===== src/rtl/key_loader.sv =====
// Key-frame loader: accepts A5 + 8 key bytes + XOR checksum, releases the core
// from reset only on a verified key, and locks out after MAX_FAIL bad frames.
module key_loader #(
   parameter int MAX_FAIL = 3,
   parameter int TIMEOUT  = 255
) (
   input  logic        clk,
   input  logic        rst,
   input  logic [7:0]  byte_in,
   input  logic        byte_valid,
   output logic        byte_ready,
   input  logic        clear,
   output logic [63:0] key,
   output logic        key_valid,
   output logic        core_rst,
   output logic        error,
   output logic [1:0]  fail_count,
   output logic        locked_out,
   output logic [2:0]  state_dbg
);

   // Handshake: a byte transfers on a rising edge only when byte_valid && byte_ready;
   // byte_ready depends on state alone, never on byte_valid.
   typedef enum logic [2:0] {S_IDLE, S_KEY, S_CHK, S_LOADED, S_LOCKOUT} state_t;

   localparam int GW = (TIMEOUT > 1) ? $clog2(TIMEOUT) : 1;

   state_t          state;
   logic [63:0]     shadow;
   logic [2:0]      byte_cnt;
   logic [GW-1:0]   gap;
   logic [7:0]      csum;
   logic [1:0]      fail_inc;
   logic            accept, timeout_hit, chk_pass, frame_fail, lock_now;

   always_comb begin
      csum = '0;
      for (int i = 0; i < 8; i++) csum = csum ^ shadow[8*i +: 8];
   end

   assign byte_ready  = (state == S_IDLE) || (state == S_KEY) || (state == S_CHK);
   assign accept      = byte_valid && byte_ready;
   assign timeout_hit = !accept && (gap == GW'(TIMEOUT - 1));
   assign chk_pass    = accept && (byte_in == csum);
   assign frame_fail  = ((state == S_KEY) && timeout_hit) ||
                        ((state == S_CHK) && (accept ? !chk_pass : timeout_hit));
   assign fail_inc    = (fail_count >= 2'(MAX_FAIL)) ? 2'(MAX_FAIL) : fail_count + 2'd1;
   assign lock_now    = (fail_inc == 2'(MAX_FAIL));
   assign state_dbg   = state;

   always_ff @(posedge clk or posedge rst) begin
      if (rst) begin
         state      <= S_IDLE;
         key        <= '0;
         shadow     <= '0;
         key_valid  <= 1'b0;
         core_rst   <= 1'b1;
         error      <= 1'b0;
         fail_count <= '0;
         locked_out <= 1'b0;
         byte_cnt   <= '0;
         gap        <= '0;
      end else begin
         error <= 1'b0;
         // Clear outranks everything except lockout, including a same-edge checksum pass.
         if (clear && (state != S_LOCKOUT)) begin
            state     <= S_IDLE;
            key       <= '0;
            shadow    <= '0;
            key_valid <= 1'b0;
            core_rst  <= 1'b1;
            byte_cnt  <= '0;
            gap       <= '0;
         end else if (frame_fail) begin
            error      <= 1'b1;
            fail_count <= fail_inc;
            shadow     <= '0;
            byte_cnt   <= '0;
            gap        <= '0;
            locked_out <= lock_now;
            state      <= lock_now ? S_LOCKOUT : S_IDLE;
         end else begin
            case (state)
               S_IDLE: begin
                  if (accept && (byte_in == 8'hA5)) begin
                     state    <= S_KEY;
                     byte_cnt <= '0;
                     gap      <= '0;
                  end
               end
               S_KEY: begin
                  if (accept) begin
                     shadow <= {shadow[55:0], byte_in};
                     gap    <= '0;
                     if (byte_cnt == 3'd7) state <= S_CHK;
                     else                  byte_cnt <= byte_cnt + 3'd1;
                  end else begin
                     gap <= gap + GW'(1);
                  end
               end
               S_CHK: begin
                  if (chk_pass) begin
                     key        <= shadow;
                     key_valid  <= 1'b1;
                     core_rst   <= 1'b0;
                     fail_count <= '0;
                     gap        <= '0;
                     state      <= S_LOADED;
                  end else begin
                     gap <= gap + GW'(1);
                  end
               end
               default: ;
            endcase
         end
      end
   end

endmodule


===== config.mk =====
export PLATFORM = sky130hd
export DESIGN_NAME = key_loader
export DESIGN_NICKNAME = d
export VERILOG_FILES = /design/src/rtl/key_loader.sv
export SDC_FILE = /design/constraint.sdc
export NUM_CORES = 1
export LEC_CHECK = 0
export ABC_AREA = 0
export CAP_MARGIN = 20
export CORE_ASPECT_RATIO = 0.9
export CORE_MARGIN = 2
export CORE_UTILIZATION = 50
export DETAILED_ROUTE_END_ITERATION = 8
export PLACE_DENSITY = 0.79
export RECOVER_POWER = 25
export SLEW_MARGIN = 0
export SYNTH_ARGS = -nofsm -noshare
export SYNTH_HDL_FRONTEND = slang
export SYNTH_SLANG_ARGS = --single-unit

===== constraint.sdc =====
create_clock -name clk -period 6.45 [get_ports clk]
set_input_delay 1.29 -clock clk [delete_from_list [all_inputs] [get_ports clk]]
set_output_delay 1.29 -clock clk [all_outputs]
set_load 0.01 [all_outputs]

==> results.toml <==
[status]
outcome = "finished clean"

[sta]
final_hold_viol_count = 0
fin_skew_ns = 0.00516
finalSetupViolCount = 0
drv_slew = 0
period_share_pct = 62.4
total_negative_slack_for_setup_checks_ns = 0
grt_setup_unrepaired = "no"
worst_slew_margin_rel_pct = 30.0
fmaxAchievable_ghz = 0.248
period_needed_ns = 4.03
tightestPinTransition_ns = 1.04

[worst_setup_path]
critical_path.max_fanout = 49
endpoint_kind = "flop"
worst-endpoint-required_ns = 6.77
timing.critical_path.cells = "clkdlybuf4s50_1 > xnor2_1 > xnor3_1 > xnor2_1 > nor4_1 > a21oi_4 > buf_4 > nor3_1"
slowest_stage_delay_cp_ns = 0.86
category_of_the_critical_setup_timing_path = "input pin to flop"
worstPathArrival_ns = 4.35
timing.critical_path.slowest_stage_cell = "sky130_fd_sc_hd__nor4_1"
worstSetupStartpointType = "input pin"
worst_path_most_repeated_cell = "sky130_fd_sc_hd__xnor2_1"

[routing]
route.detailed.wl_per_inst_um = 17.2
ant_nets = 0
post-route-drc-count = 0
avgViaCountPerCell = 5.42
drt_pre_antenna_iters = 5
initialDrtViolationCount = 441
routed-via-count = 5136
routed_wl_mm = 16.3

[power_and_ir_drop]
clock_power_share_pct = 45.3
pwr_per_cell_area_nw_per_um2 = 227
netSwitchingPower_uw = 452
cell_internal_pwr_mw = 1.53
leakagePower_nw = 3.56
power.combinational.fraction_pct = 7.0
p_total_mw = 1.98
power.ir.vdd_worst_mv = 0.186
switching_share_pct = 22.8
pwr-share-seq_pct = 47.7

[global_routing]
grtUsageTotal_pct = 22.8
vias_in_the_first_global_route = 5142
global_route_wire_length_before_repair_mm = 27.1
number_of_antenna_violations_at_the_first_check_in_global_routing = 0
grt_start_max_net_pins = 102
grt-ovfl-total = 0

[synth]
yosys.cell_types.count = 49
syn_area_sq_um = 7150
synth-edff-count = 0
synth_seq_cells = 148
yosys_warnings = 0
yosys_most_used_dff = "sky130_fd_sc_hd__dfrtp_1"
synth-seq-area-share_pct = 51.8
syn-num-nets = 684
netlist_instances = 668
synthesis.area_per_instance_sq_um = 10.7
async_flop_share_pct = 100

[die]
rows = 41
die_height_um = 117
boundaryPins = 86
floorplan.die.width_um = 130
fp.coreArea_sq_um = 14000
floorplan.initialDensity_pct = 51.0
die_area_sq_um = 15300

[clock_tree]
clk_pin_slew_ns = 0.06
tritoncts_clock_tree = "yes"
clock-sinks = 148
clockBufferDepth = 2
cts_root_buffer = "sky130_fd_sc_hd__clkbuf_16"
cts.repair_timing.setup_buffer_count = 0
clock_latency_late_sink_ns = 0.42
number_of_h_tree_branching_levels = 4
numCtsBuffers = 17
post_cts_resize_count = 0
hold_fix_buffers_at_cts = 0

[cells_and_area]
nNetsFinal = 757
area_delta_synth_final_pct = 21.8
post_layout_nonfiller_instances = 947
multi_input_area_sq_um = 2800
combined_flip_flop_and_latch_cell_area_sq_um = 3700
antenna_cells_inserted = 0
share_of_post_route_cells_with_drive_strength_above_1_pct = 9.42
fillerInstances = 1107

[placement]
hpwlAfterDp_mm = 11.0
placed_cells = 915
finalWeightedCongestion = 0.880
io_buffers = 85

[worst_hold_path]
hold_path_class = "flop to flop"

[flow_run]
maxCapViolCount = 0
[cell usage after synthesis, drive strengths merged, types with 2 or more instances]
master | n | area, sq um
nor4 | 6 | 52.6
inv | 133 | 499
clkbuf | 26 | 97.6
xnor3 | 9 | 203
nor2 | 6 | 22.5
nand2b | 4 | 25.0
and3 | 2 | 12.5
o21ai | 15 | 75.1
xnor2 | 45 | 394
dfrtp | 147 | 3680
mux2 | 2 | 26.3
a21oi | 7 | 38.8
nor3b | 3 | 22.5
nand3b | 2 | 15.0
o31ai | 5 | 37.5
nor3 | 67 | 375
buf | 13 | 77.6
nand4 | 2 | 18.8
nand3 | 7 | 35.0
a21boi | 3 | 22.5
ha | 4 | 50.1
o22ai | 64 | 513
nand2 | 15 | 56.3
nor2b | 2 | 12.5
mux2i | 65 | 651
[final cells by class]
class	count	area share [%]
clock buffer	28	5.94
clock inverter	4	0.230
inverter	133	5.79
multi-input combinational	348	32.2
sequential	148	42.6
tap	193	2.77
timing repair buffer	93	10.5
[logic make-up after synthesis]
logic type,Yosys count,share of synthesized area (%)
AOI/OAI and AO/OA,104,10.8
xor gates and xnor gates,55,8.47
and+or+nand+nor,118,9.31
adders and majority gates,4,0.700
muxes,67,9.47
buffers and inverters,172,9.43
DFF,148,51.8
[flip-flops by register name (all words and copies together), names as in the netlist]
register    cells
byte_cnt        3
core_rst        1
error           1
fail_count      2
gap             8
key            64
key_valid       1
locked_out      1
shadow         64
state_dbg       3
[cell usage in the layout, fill, tap and decap left out, types with 2 or more instances in the layout]
cell type,synthesis,routed
sky130_fd_sc_hd__a21oi_1,6,6
sky130_fd_sc_hd__and3_1,2,2
sky130_fd_sc_hd__buf_4,0,7
sky130_fd_sc_hd__clkbuf_1,26,6
sky130_fd_sc_hd__clkbuf_16,0,17
sky130_fd_sc_hd__clkbuf_8,0,5
sky130_fd_sc_hd__clkdlybuf4s50_1,0,84
sky130_fd_sc_hd__clkinv_2,0,4
sky130_fd_sc_hd__dfrtp_1,147,147
sky130_fd_sc_hd__ha_1,4,4
sky130_fd_sc_hd__inv_1,133,132
sky130_fd_sc_hd__mux2i_1,65,65
sky130_fd_sc_hd__nand2_1,15,15
sky130_fd_sc_hd__nand2b_1,4,4
sky130_fd_sc_hd__nand3_1,7,7
sky130_fd_sc_hd__nand3b_1,2,2
sky130_fd_sc_hd__nor2_1,6,6
sky130_fd_sc_hd__nor2b_1,2,2
sky130_fd_sc_hd__nor3_1,59,59
sky130_fd_sc_hd__nor3_2,8,8
sky130_fd_sc_hd__nor3b_1,3,2
sky130_fd_sc_hd__nor4_1,5,5
sky130_fd_sc_hd__o21ai_0,14,14
sky130_fd_sc_hd__o22ai_1,46,46
sky130_fd_sc_hd__o22ai_2,18,18
sky130_fd_sc_hd__o31ai_1,5,5
sky130_fd_sc_hd__xnor2_1,45,45
sky130_fd_sc_hd__xnor3_1,9,9
[metal layers]
layer / wire length [um] / track usage [%] / share of wire [%] / vias up
met5: 0 / 0 / 0 / -
met4: 362 / 8.00 / 2.2 / 0
met3: 859 / 5.20 / 5.3 / 43
met2: 7610 / 33.5 / 47 / 160
met1: 7500 / 33.3 / 46 / 2544
li1: - / - / - / 2389
[metrics by stage]
stage	area, sq um	setup slack [ns]	hold slack, ns	utilization [%]
2_1_floorplan	7150	1.18	0.461	-
3_3_place_gp	8160	2.25	0.469	58.3
3_5_place_dp	8170	2.06	0.480	58.3
4_1_cts	8710	2.46	0.495	62.2
5_1_grt	8710	2.26	0.524	62.2
6_report	8710	2.42	0.489	62.2
[worst paths after layout]
kind	start	end	slack, ns	cells past startpoint
max in group asynchronous	rst	key[22]	3.75	3
worst max-delay path	byte_in[7]	shadow[32]	2.42	8
worst max register to register	shadow[12]	shadow[32]	3.14	7
worst min register to register	key_valid	key_valid	0.49	2
worst min-delay path	key_valid	key_valid	0.49	2
min in group asynchronous	rst	key[63]	1.56	2
[critical path, delay by kind of cell]
kind | cells | cell delay [ns]
compound gates | 1 | 0.32
xor+xnor | 3 | 0.59
buf+inv | 2 | 0.96
simple gates | 2 | 1.14
[power groups by stage]
stage                     combinational (mW)  sequential [mW]  clock (mW)
final                                  0.138            0.945       0.897
after detailed placement               0.138            0.961           0
after floorplan                        0.102            0.958           0
after CTS                              0.139            0.944       0.909
after global routing                   0.151            0.945       0.958
after global placement                 0.133            0.960           0
Note: power is estimated with default switching activity, not from simulation.
